<file path="config.mk">
export PLATFORM = sky130hd
export DESIGN_NAME = delay_line_ctrl_flat
export DESIGN_NICKNAME = d
export VERILOG_FILES = /design/src/rtl/delay_line_ctrl_if.sv /design/src/rtl/delay_line_ctrl.sv /design/src/flat_wrapper.sv
export SDC_FILE = /design/constraint.sdc
export NUM_CORES = 1
export LEC_CHECK = 0
export BUFFER_PORTS_ARGS = -buffer_cell sky130_fd_sc_hd__buf_2
export CAP_MARGIN = 20
export CORE_AREA = 5 5 53 74
export DETAILED_ROUTE_END_ITERATION = 10
export DIE_AREA = 0 0 58 79
export MAX_ROUTING_LAYER = met4
export PLACE_DENSITY = 0.85
export SKIP_LAST_GASP = 1
export SLEW_MARGIN = 20
export SYNTH_ARGS = -nofsm -noshare
export SYNTH_HDL_FRONTEND = slang
export SYNTH_SLANG_ARGS = --single-unit
export TNS_END_PERCENT = 100
</file>
<file path="constraint.sdc">
create_clock -name clock -period 2.5 [get_ports clock]
set_clock_uncertainty 0.2 [all_clocks]
set_input_delay 0.5 -clock clock [delete_from_list [all_inputs] [get_ports clock]]
set_output_delay 0.5 -clock clock [all_outputs]
set_load 0.005 [all_outputs]
</file>
<file path="src/rtl/delay_line_ctrl_if.sv">
// Signal bundle between delay_line_ctrl, its upstream/downstream handshakes
// and the external delay line it steers.
interface delay_line_ctrl_if #(
    parameter int WIDTH = 8
);
    logic             ena;
    logic             cfg_wr;
    logic [4:0]       cfg_len;
    logic             flush;
    logic             in_valid;
    logic             in_ready;
    logic             out_valid;
    logic             out_ready;
    logic [WIDTH-1:0] out_data;
    logic             shift_en;
    logic [4:0]       tap_sel;
    logic [WIDTH-1:0] tap_data;
    logic             clear;
    logic [4:0]       len;
    logic             cfg_err;
    logic [1:0]       state;

    modport master (
        output ena, cfg_wr, cfg_len, flush, in_valid, out_ready, tap_data,
        input  in_ready, out_valid, out_data, shift_en, tap_sel, clear, len, cfg_err, state
    );

    modport slave (
        input  ena, cfg_wr, cfg_len, flush, in_valid, out_ready, tap_data,
        output in_ready, out_valid, out_data, shift_en, tap_sel, clear, len, cfg_err, state
    );
endinterface

</file>
<file path="src/rtl/delay_line_ctrl.sv">
// Fill/run/drain controller for an external shift-register delay line; tracks
// how many samples are valid and always taps the oldest one.
module delay_line_ctrl #(
    parameter int WIDTH = 8,
    parameter int DEPTH = 30
) (
    input  logic             clock,
    input  logic             reset_n,
    delay_line_ctrl_if.slave bus
);
    typedef enum logic [1:0] {
        IDLE  = 2'd0,
        FILL  = 2'd1,
        RUN   = 2'd2,
        DRAIN = 2'd3
    } state_t;

    localparam logic [4:0] DEPTH_L = 5'(DEPTH);

    state_t           r_state, w_state_nxt;
    logic [4:0]       r_count, w_count_nxt;
    logic [4:0]       r_len, w_len_nxt;
    logic             r_cfg_err, w_cfg_err_nxt;
    logic             r_clear, w_clear_nxt;
    logic             w_in_ready, w_out_valid;
    logic             w_in_xfer, w_out_xfer;
    logic             w_cfg_ok, w_flush_ok;
    logic [4:0]       w_len_eff;
    logic [WIDTH-1:0] w_tap_data;

    function automatic logic [4:0] clamp_len(input logic [4:0] v);
        logic [4:0] lim;
        if (v == 5'd0)
            lim = 5'd1;
        else if (v > DEPTH_L)
            lim = DEPTH_L;
        else
            lim = v;
        return lim;
    endfunction

    // In RUN the push and pop are the same event, so each side waits on the other.
    always_comb begin
        w_in_ready  = 1'b0;
        w_out_valid = 1'b0;
        case (r_state)
            IDLE, FILL: w_in_ready = bus.ena;
            RUN: begin
                w_in_ready  = bus.ena & bus.out_ready;
                w_out_valid = bus.ena & bus.in_valid;
            end
            DRAIN: w_out_valid = bus.ena & (r_count != 5'd0);
            default: ;
        endcase
    end

    assign w_in_xfer  = bus.ena & bus.in_valid & w_in_ready;
    assign w_out_xfer = bus.ena & w_out_valid & bus.out_ready;
    assign w_cfg_ok   = bus.ena & bus.cfg_wr & (r_state == IDLE);
    assign w_flush_ok = bus.ena & bus.flush & ((r_state == FILL) | (r_state == RUN));
    // A write landing with the first sample must steer that sample's FILL/RUN choice.
    assign w_len_eff  = w_cfg_ok ? clamp_len(bus.cfg_len) : r_len;

    always_comb begin
        w_state_nxt   = r_state;
        w_count_nxt   = r_count;
        w_len_nxt     = w_len_eff;
        w_cfg_err_nxt = r_cfg_err;
        w_clear_nxt   = 1'b0;
        if (bus.ena) begin
            if (w_cfg_ok)
                w_cfg_err_nxt = 1'b0;
            else if (bus.cfg_wr)
                w_cfg_err_nxt = 1'b1;

            case (r_state)
                IDLE: begin
                    if (w_in_xfer) begin
                        w_count_nxt = 5'd1;
                        w_state_nxt = (w_len_eff == 5'd1) ? RUN : FILL;
                    end
                end
                FILL: begin
                    if (w_in_xfer) begin
                        w_count_nxt = r_count + 5'd1;
                        if (r_count + 5'd1 == r_len)
                            w_state_nxt = RUN;
                    end
                end
                DRAIN: begin
                    if (w_out_xfer) begin
                        w_count_nxt = r_count - 5'd1;
                        if (r_count == 5'd1) begin
                            w_state_nxt = IDLE;
                            w_clear_nxt = 1'b1;
                        end
                    end
                end
                default: ;
            endcase

            // Flush is evaluated after any coincident push has been counted.
            if (w_flush_ok) begin
                if (w_count_nxt == 5'd0) begin
                    w_state_nxt = IDLE;
                    w_clear_nxt = 1'b1;
                end else begin
                    w_state_nxt = DRAIN;
                end
            end
        end
    end

    always_ff @(posedge clock or negedge reset_n) begin
        if (!reset_n) begin
            r_state   <= IDLE;
            r_count   <= 5'd0;
            r_len     <= DEPTH_L;
            r_cfg_err <= 1'b0;
            r_clear   <= 1'b0;
        end else begin
            r_state   <= w_state_nxt;
            r_count   <= w_count_nxt;
            r_len     <= w_len_nxt;
            r_cfg_err <= w_cfg_err_nxt;
            r_clear   <= w_clear_nxt;
        end
    end

    assign w_tap_data    = bus.tap_data;
    assign bus.in_ready  = w_in_ready;
    assign bus.out_valid = w_out_valid;
    assign bus.out_data  = w_tap_data;
    assign bus.shift_en  = w_in_xfer;
    assign bus.tap_sel   = (r_count != 5'd0) ? (r_count - 5'd1) : 5'd0;
    assign bus.clear     = r_clear;
    assign bus.len       = r_len;
    assign bus.cfg_err   = r_cfg_err;
    assign bus.state     = r_state;
endmodule
</file>
<file path="src/flat_wrapper.sv">
// flat-port wrapper written by rule: the top's interface ports become plain ports
module delay_line_ctrl_flat 
#(
    parameter int WIDTH = 8,
    parameter int DEPTH = 30
)
  (clock, reset_n, bus_ena, bus_cfg_wr, bus_cfg_len, bus_flush, bus_in_valid, bus_out_ready, bus_tap_data, bus_in_ready, bus_out_valid, bus_out_data, bus_shift_en, bus_tap_sel, bus_clear, bus_len, bus_cfg_err, bus_state);
  delay_line_ctrl_if #(.WIDTH(WIDTH)) bus_i ();
  input  logic clock;
  input  logic reset_n;
  input wire logic [$bits(bus_i.ena)-1:0] bus_ena;
  input wire logic [$bits(bus_i.cfg_wr)-1:0] bus_cfg_wr;
  input wire logic [$bits(bus_i.cfg_len)-1:0] bus_cfg_len;
  input wire logic [$bits(bus_i.flush)-1:0] bus_flush;
  input wire logic [$bits(bus_i.in_valid)-1:0] bus_in_valid;
  input wire logic [$bits(bus_i.out_ready)-1:0] bus_out_ready;
  input wire logic [$bits(bus_i.tap_data)-1:0] bus_tap_data;
  output wire logic [$bits(bus_i.in_ready)-1:0] bus_in_ready;
  output wire logic [$bits(bus_i.out_valid)-1:0] bus_out_valid;
  output wire logic [$bits(bus_i.out_data)-1:0] bus_out_data;
  output wire logic [$bits(bus_i.shift_en)-1:0] bus_shift_en;
  output wire logic [$bits(bus_i.tap_sel)-1:0] bus_tap_sel;
  output wire logic [$bits(bus_i.clear)-1:0] bus_clear;
  output wire logic [$bits(bus_i.len)-1:0] bus_len;
  output wire logic [$bits(bus_i.cfg_err)-1:0] bus_cfg_err;
  output wire logic [$bits(bus_i.state)-1:0] bus_state;
  assign bus_i.ena = bus_ena;
  assign bus_i.cfg_wr = bus_cfg_wr;
  assign bus_i.cfg_len = bus_cfg_len;
  assign bus_i.flush = bus_flush;
  assign bus_i.in_valid = bus_in_valid;
  assign bus_i.out_ready = bus_out_ready;
  assign bus_i.tap_data = bus_tap_data;
  assign bus_in_ready = bus_i.in_ready;
  assign bus_out_valid = bus_i.out_valid;
  assign bus_out_data = bus_i.out_data;
  assign bus_shift_en = bus_i.shift_en;
  assign bus_tap_sel = bus_i.tap_sel;
  assign bus_clear = bus_i.clear;
  assign bus_len = bus_i.len;
  assign bus_cfg_err = bus_i.cfg_err;
  assign bus_state = bus_i.state;
  delay_line_ctrl #(.WIDTH(WIDTH), .DEPTH(DEPTH)) u_core (.clock(clock), .reset_n(reset_n), .bus(bus_i));
endmodule
</file>
# Yosys cells after proc, flatten, opt, wreduce, memory -nomap -nowiden
# Cells that the tools add are included.
# word_totals
register_bits,14
in_bits,20
out_inout_bits,25
wordCells,67
# classes
addsub,2
order_cmp,1
n_eq_ne,11
mux,28
bitwise_logic,11
n_reduce_logical,9
# ops
cell,count
5-bit 2-to-1 mux,8
2-bit 2-to-1 mux,8
5-bit case mux with 3 select lines,1
1-bit bitwise AND,10
"5-bit by 1-bit equality test with 1-bit output, second input constant",2
5-bit zero test,2
"3-bit by 2-bit != test with 1-bit output, second input constant",3
1-bit 2-to-1 mux,8
7-bit AND reduction,1
"3-bit by 1-bit != test with 1-bit output, second input constant",2
2-bit case mux with 3 select lines,1
"5-bit by 1-bit adder with 5-bit output, second input constant",1
5-bit equality test,1
"5-bit > comparator, second input constant",1
5-bit nonzero test,1
"5-bit by 1-bit subtractor with 5-bit output, second input constant",1
"2-bit equality test, second input constant",2
1-bit case mux with 2 select lines,2
4-bit nonzero test,1
"2-bit by 1-bit equality test with 1-bit output, second input constant",1
2-bit zero test,1
2-bit AND reduction,1
2-bit nonzero test,1
2-bit OR reduction,1
1-bit OR,1

# Depth between registers and ports, before layout
# logic_depth
ltp_word,12
depth_mapped,11
depth_no_buf,11

# Worst setup path after synthesis
# Ideal clock, no wire load.
# synth_timing
kind,flip-flop to flip-flop
startpoint,register u_core.r_count[0]
endpoint,register u_core.r_state[0] (netlist: u_core.bus.state[0])
setup_ps,142
arrival_time_ps,2179
required_time_ps,2158
setup_slack_ps,-21
stages_incl_launch_ff,9
path_buffers,0
synth_period_minus_slack_ps,2521
cell_sequence,dfrtp_1 inv_1 ha_1 nor4b_4 nor3_2 mux2_2 a211o_1 nor4_2 o221ai_1
# synth_between
elab_chain_len,11
elab_cells_between_ends,21
cone_classes,add/sub: 2; eq/ne: 5; mux: 8; bitwise: 3; reduce/logical: 3
# synth_lines
element,line,source
from (decl),delay_line_ctrl.sv:21,"logic [4:0] r_count, w_count_nxt;"
from (signal assigned),delay_line_ctrl.sv:123,r_count <= w_count_nxt;
5-bit nonzero test,delay_line_ctrl.sv:52,DRAIN: w_out_valid = bus.ena & (r_count != 5'd0);
1-bit bitwise AND,delay_line_ctrl.sv:52,
1-bit case mux with 2 select lines,delay_line_ctrl.sv:46,case (r_state)
1-bit bitwise AND (2 in a row),delay_line_ctrl.sv:58,assign w_out_xfer = bus.ena & w_out_valid & bus.out_ready;
5-bit 2-to-1 mux,delay_line_ctrl.sv:91,if (w_out_xfer) begin
5-bit case mux with 3 select lines,delay_line_ctrl.sv:76,case (r_state)
5-bit 2-to-1 mux,delay_line_ctrl.sv:70,if (bus.ena) begin
5-bit zero test,delay_line_ctrl.sv:104,if (w_count_nxt == 5'd0) begin
2-bit 2-to-1 mux,delay_line_ctrl.sv:104,
2-bit 2-to-1 mux,delay_line_ctrl.sv:103,if (w_flush_ok) begin
to (signal assigned),delay_line_ctrl.sv:122,r_state <= w_state_nxt;
to (decl),delay_line_ctrl.sv:20,"state_t r_state, w_state_nxt;"
# Several ways; a longest one is shown, not always the timed one. The select of a mux whose other input is x is not followed.
# A chain may end at the register's enable or synchronous reset.

# Worst setup path after layout
# layout_timing
startpoint,register u_core.r_state[0] (netlist: u_core.bus.state[0])
endpoint,register u_core.r_state[0] (netlist: u_core.bus.state[0])
# layout_between
elab_chain_len,10
elab_cells_between_ends,33
cone_classes,eq/ne: 9; mux: 13; bitwise: 6; reduce/logical: 5
# layout_lines
element,line
"2-bit equality test, or another cell as far along","delay_line_ctrl.sv:46, delay_line_ctrl.sv:76"
1-bit case mux with 2 select lines or 2-bit OR reduction (tied branches),delay_line_ctrl.sv:46
1-bit bitwise AND or 1-bit case mux with 2 select lines (tied branches),"delay_line_ctrl.sv:58, delay_line_ctrl.sv:46"
1-bit bitwise AND (on tied branches),"delay_line_ctrl.sv:58, delay_line_ctrl.sv:57"
5-bit 2-to-1 mux (on tied branches),"delay_line_ctrl.sv:91, delay_line_ctrl.sv:78, delay_line_ctrl.sv:84"
5-bit case mux with 3 select lines,delay_line_ctrl.sv:76
5-bit 2-to-1 mux,delay_line_ctrl.sv:70
5-bit zero test,delay_line_ctrl.sv:104
2-bit 2-to-1 mux,delay_line_ctrl.sv:104
2-bit 2-to-1 mux,delay_line_ctrl.sv:103
# Several ways; a longest one is shown, not always the timed one. The select of a mux whose other input is x is not followed.

==> results.sh <==
export IMPL_cts_inserted_buffers=3
export IMPL_hp_class="reg -> reg"
export IMPL_antenna_cells=0
export IMPL_row_count=25
export IMPL_die_width_um=58
export IMPL_async_flop_share_pct=100
export IMPL_status="finished, violations left"
export IMPL_finalCritPeriodShare_pct=102
export IMPL_yosysTopAreaCell="dfrtp_1"
export IMPL_syn_area_sq_mm=0.00141
export IMPL_worstMarginPinSlew_ns=0.338
export IMPL_synth_edf_count=0
export IMPL_cp_end_kind="flip-flop"
export IMPL_crit_arrival_ns=2.46
export IMPL_cp_slowest_cell="dfrtp_2"
export IMPL_path_max_fanout=5
export IMPL_ios=45
export IMPL_crit_type="reg -> reg"
export IMPL_drtPass1Iterations=4
export IMPL_drive_gt1_share_pct=54.8
export IMPL_clk_pin_slew_worst_paths_ns=0.06
export IMPL_grt_pass1_wl_mm=6.57
export IMPL_maxCapViolCount=0
export IMPL_drt_iter0_drc=71
export IMPL_postRouteAntennaNets=0
export IMPL_synthFlopType="dfrtp_1"
export IMPL_fin_nets=250
export IMPL_setup_viol=1
export IMPL_critical_path_cell_chain="ha_4 -> buf_6 -> nand3b_1 -> a21oi_2 -> nor2_1 -> a211o_1 -> nor4_4 -> o221ai_1"
export IMPL_synth_top_area_share_pct=17.7
export IMPL_dp_cells=246
export IMPL_nFillCells=277
export IMPL_tritoncts="built"
export IMPL_route_detailed_drc=0
export IMPL_avgSynthCellArea_sq_um=8.61
export IMPL_min_period_ns=2.56
export IMPL_antenna_found_initial=0
export IMPL_crit_cells=8
export IMPL_rsz0062_at_grt="yes"
export IMPL_grt_max_degree=15
export IMPL_p_leak_nw=0.924
export IMPL_multiInputGateArea_sq_mm=0.00110
export IMPL_wl_per_cell_um=16.5
export IMPL_gr_total_overflow=0
export IMPL_yosysSeqAreaShare_pct=25.2
export IMPL_violations="negative setup slack"
export IMPL_finalPower_w=0.00269
export IMPL_post_dp_hpwl_mm=3.18
export IMPL_cts_sinks=14
export IMPL_cp_required_ns=2.40
export IMPL_dieArea_sq_mm=0.00458
export IMPL_stdcell_count=259
export IMPL_hold_violations=0
export IMPL_port_buffers=28
export IMPL_slew_viol_final=0
export IMPL_power_density_mw_per_mm2=1330
export IMPL_setup_tns_final_ns=-0.0589
export IMPL_crit_buf_inv=1
export IMPL_grtUsageTotal_pct=19.0
export IMPL_core_sq_mm=0.00325
export IMPL_timing_fmax_mhz=391
export IMPL_gp_congestion=0.959
export IMPL_cts_path_max_buffers=2
export IMPL_reg2reg_depth=8
export IMPL_drt_total_wl_mm=4.26
export IMPL_viasPerCell=5.78
export IMPL_whs_ns=0.300
export IMPL_synth_ff_latch_count=14
export IMPL_max_stage_delay_ns=0.48
export IMPL_yosysMostFrequentCell="nand2_1"
export IMPL_chipHeight_um=79
export IMPL_syn_instance_count=164
export IMPL_crit_family="compound AO/OA/AOI/OAI gates"
export IMPL_setup_ws_ns=-0.0589
export IMPL_ys_types=51
export IMPL_clock_latency_ns=0.24
export IMPL_synth_nets=194
export IMPL_htreeDepth=1
export IMPL_synthTopCellsByArea="dfrtp_1, ha_1, dfstp_2"
export IMPL_synthToLayoutAreaGrowth_pct=43.3
export IMPL_vias=1497
export IMPL_slew_headroom_pct=77.4
export IMPL_peakVddDrop_uv=732
export IMPL_grt_pass1_vias=1460
export IMPL_initial_core_util_pct=43.4
export IMPL_yosysWarnings=0
export IMPL_regArea_sq_um=358
export IMPL_synthTopCellsByCount="nand2_1, dfrtp_1, ha_1, nor2_1"
export IMPL_startpoint_type="flip-flop"
export IMPL_whs_path_depth=2
export IMPL_root_buffer="clkbuf_8"
state kept, by name, summed over array words and instances (netlist names):
name	cells
u_core.bus.cfg_err	1
u_core.bus.len	5
u_core.bus.state	2
u_core.r_count	5
u_core.bus.clear	1
per-layer routing:
| metal | wire length, um | share of wire, % | GRT usage [%] |
|---|---|---|---|
| met1 | 1540 | 36 | 20.2 |
| met2 | 2230 | 52 | 33.0 |
| met3 | 258 | 6.1 | 1.79 |
| met4 | 236 | 5.5 | 12.1 |
| met5 | 0 | 0 | - |
cell usage in the layout (no fill, tap or decap), drive strengths merged, types with 3 or more instances in the layout:
master  netlist  routed
o21ai         8       8
nand2        16      16
xor2          3       3
nor2         10      10
dfstp         4       4
a41oi         3       3
nand3         5       5
buf          13      64
dfrtp        10      10
inv           8       8
clkbuf        1       4
xnor2         6       6
nor3         10      10
a21oi         9       9
ha           10      10
mux2          8       8
nand2b        4       4
cells by family (layout without fill, tap and decap cells):
| group | count (synthesis) | count (layout) | share of synthesized area (%) |
|---|---|---|---|
| compound gates | 40 | 40 | 19.8 |
| xor+xnor | 9 | 9 | 5.58 |
| flops | 14 | 14 | 25.2 |
| buf+inv | 22 | 77 | 9.48 |
| simple gates | 60 | 60 | 24.1 |
| fa+ha+maj | 10 | 10 | 8.86 |
| mux | 9 | 9 | 7.09 |
stage by stage:
| stage | util [%] | setup WS (ns) | instance area (sq um) |
|---|---|---|---|
| after floorplan | - | 0.0143 | 1430 |
| after global placement | 53.0 | -0.0363 | 1720 |
| after detailed placement | 53.0 | -0.128 | 1720 |
| after CTS | 57.2 | -0.0225 | 1860 |
| after global routing | 62.2 | -0.125 | 2020 |
| final | 62.2 | -0.0589 | 2020 |
report_power, final:
group	internal, W	switching (W)
clock network	0.000140	0.0000788
registers	0.000351	0.000136
logic	0.00103	0.000958
tightest hold or removal path, stage by stage (launching register included):
cell,delay (ns)
dfrtp_1,0.35
nand2_1,0.05
o21ai_0,0.07
path summary, 6_finish.rpt:
path	to	slack [ns]	start
worst max register to register	u_core.bus.state[0]	-0.06	u_core.bus.state[0]
max in group asynchronous	u_core.bus.len[4]	1.34	reset_n
worst max-delay path	u_core.bus.state[0]	-0.06	u_core.bus.state[0]
min in group asynchronous	u_core.bus.clear	0.47	reset_n
worst min-delay path	u_core.bus.cfg_err	0.30	u_core.bus.cfg_err
worst min register to register	u_core.bus.cfg_err	0.30	u_core.bus.cfg_err
timing repair:
action | 4_1_cts | 5_1_grt
hold endpoints to repair | 10 | 0
pin swaps | 1 | 12
resized for setup | 11 | 28
buffers inserted | 2 | 6
hold buffers | 1 | 0
endpoints found under the setup margin | 5 | 6
cell type report:
type | count | area share, %
Sequential cell | 14 | 17.7
Clock buffer | 4 | 2.72
Inverter | 8 | 1.61
Timing Repair Buffer | 65 | 21.0
Multi-Input combinational cell | 128 | 54.6
Tap cell | 40 | 2.47
No activity file was read; power rests on OpenSTA's default activity.
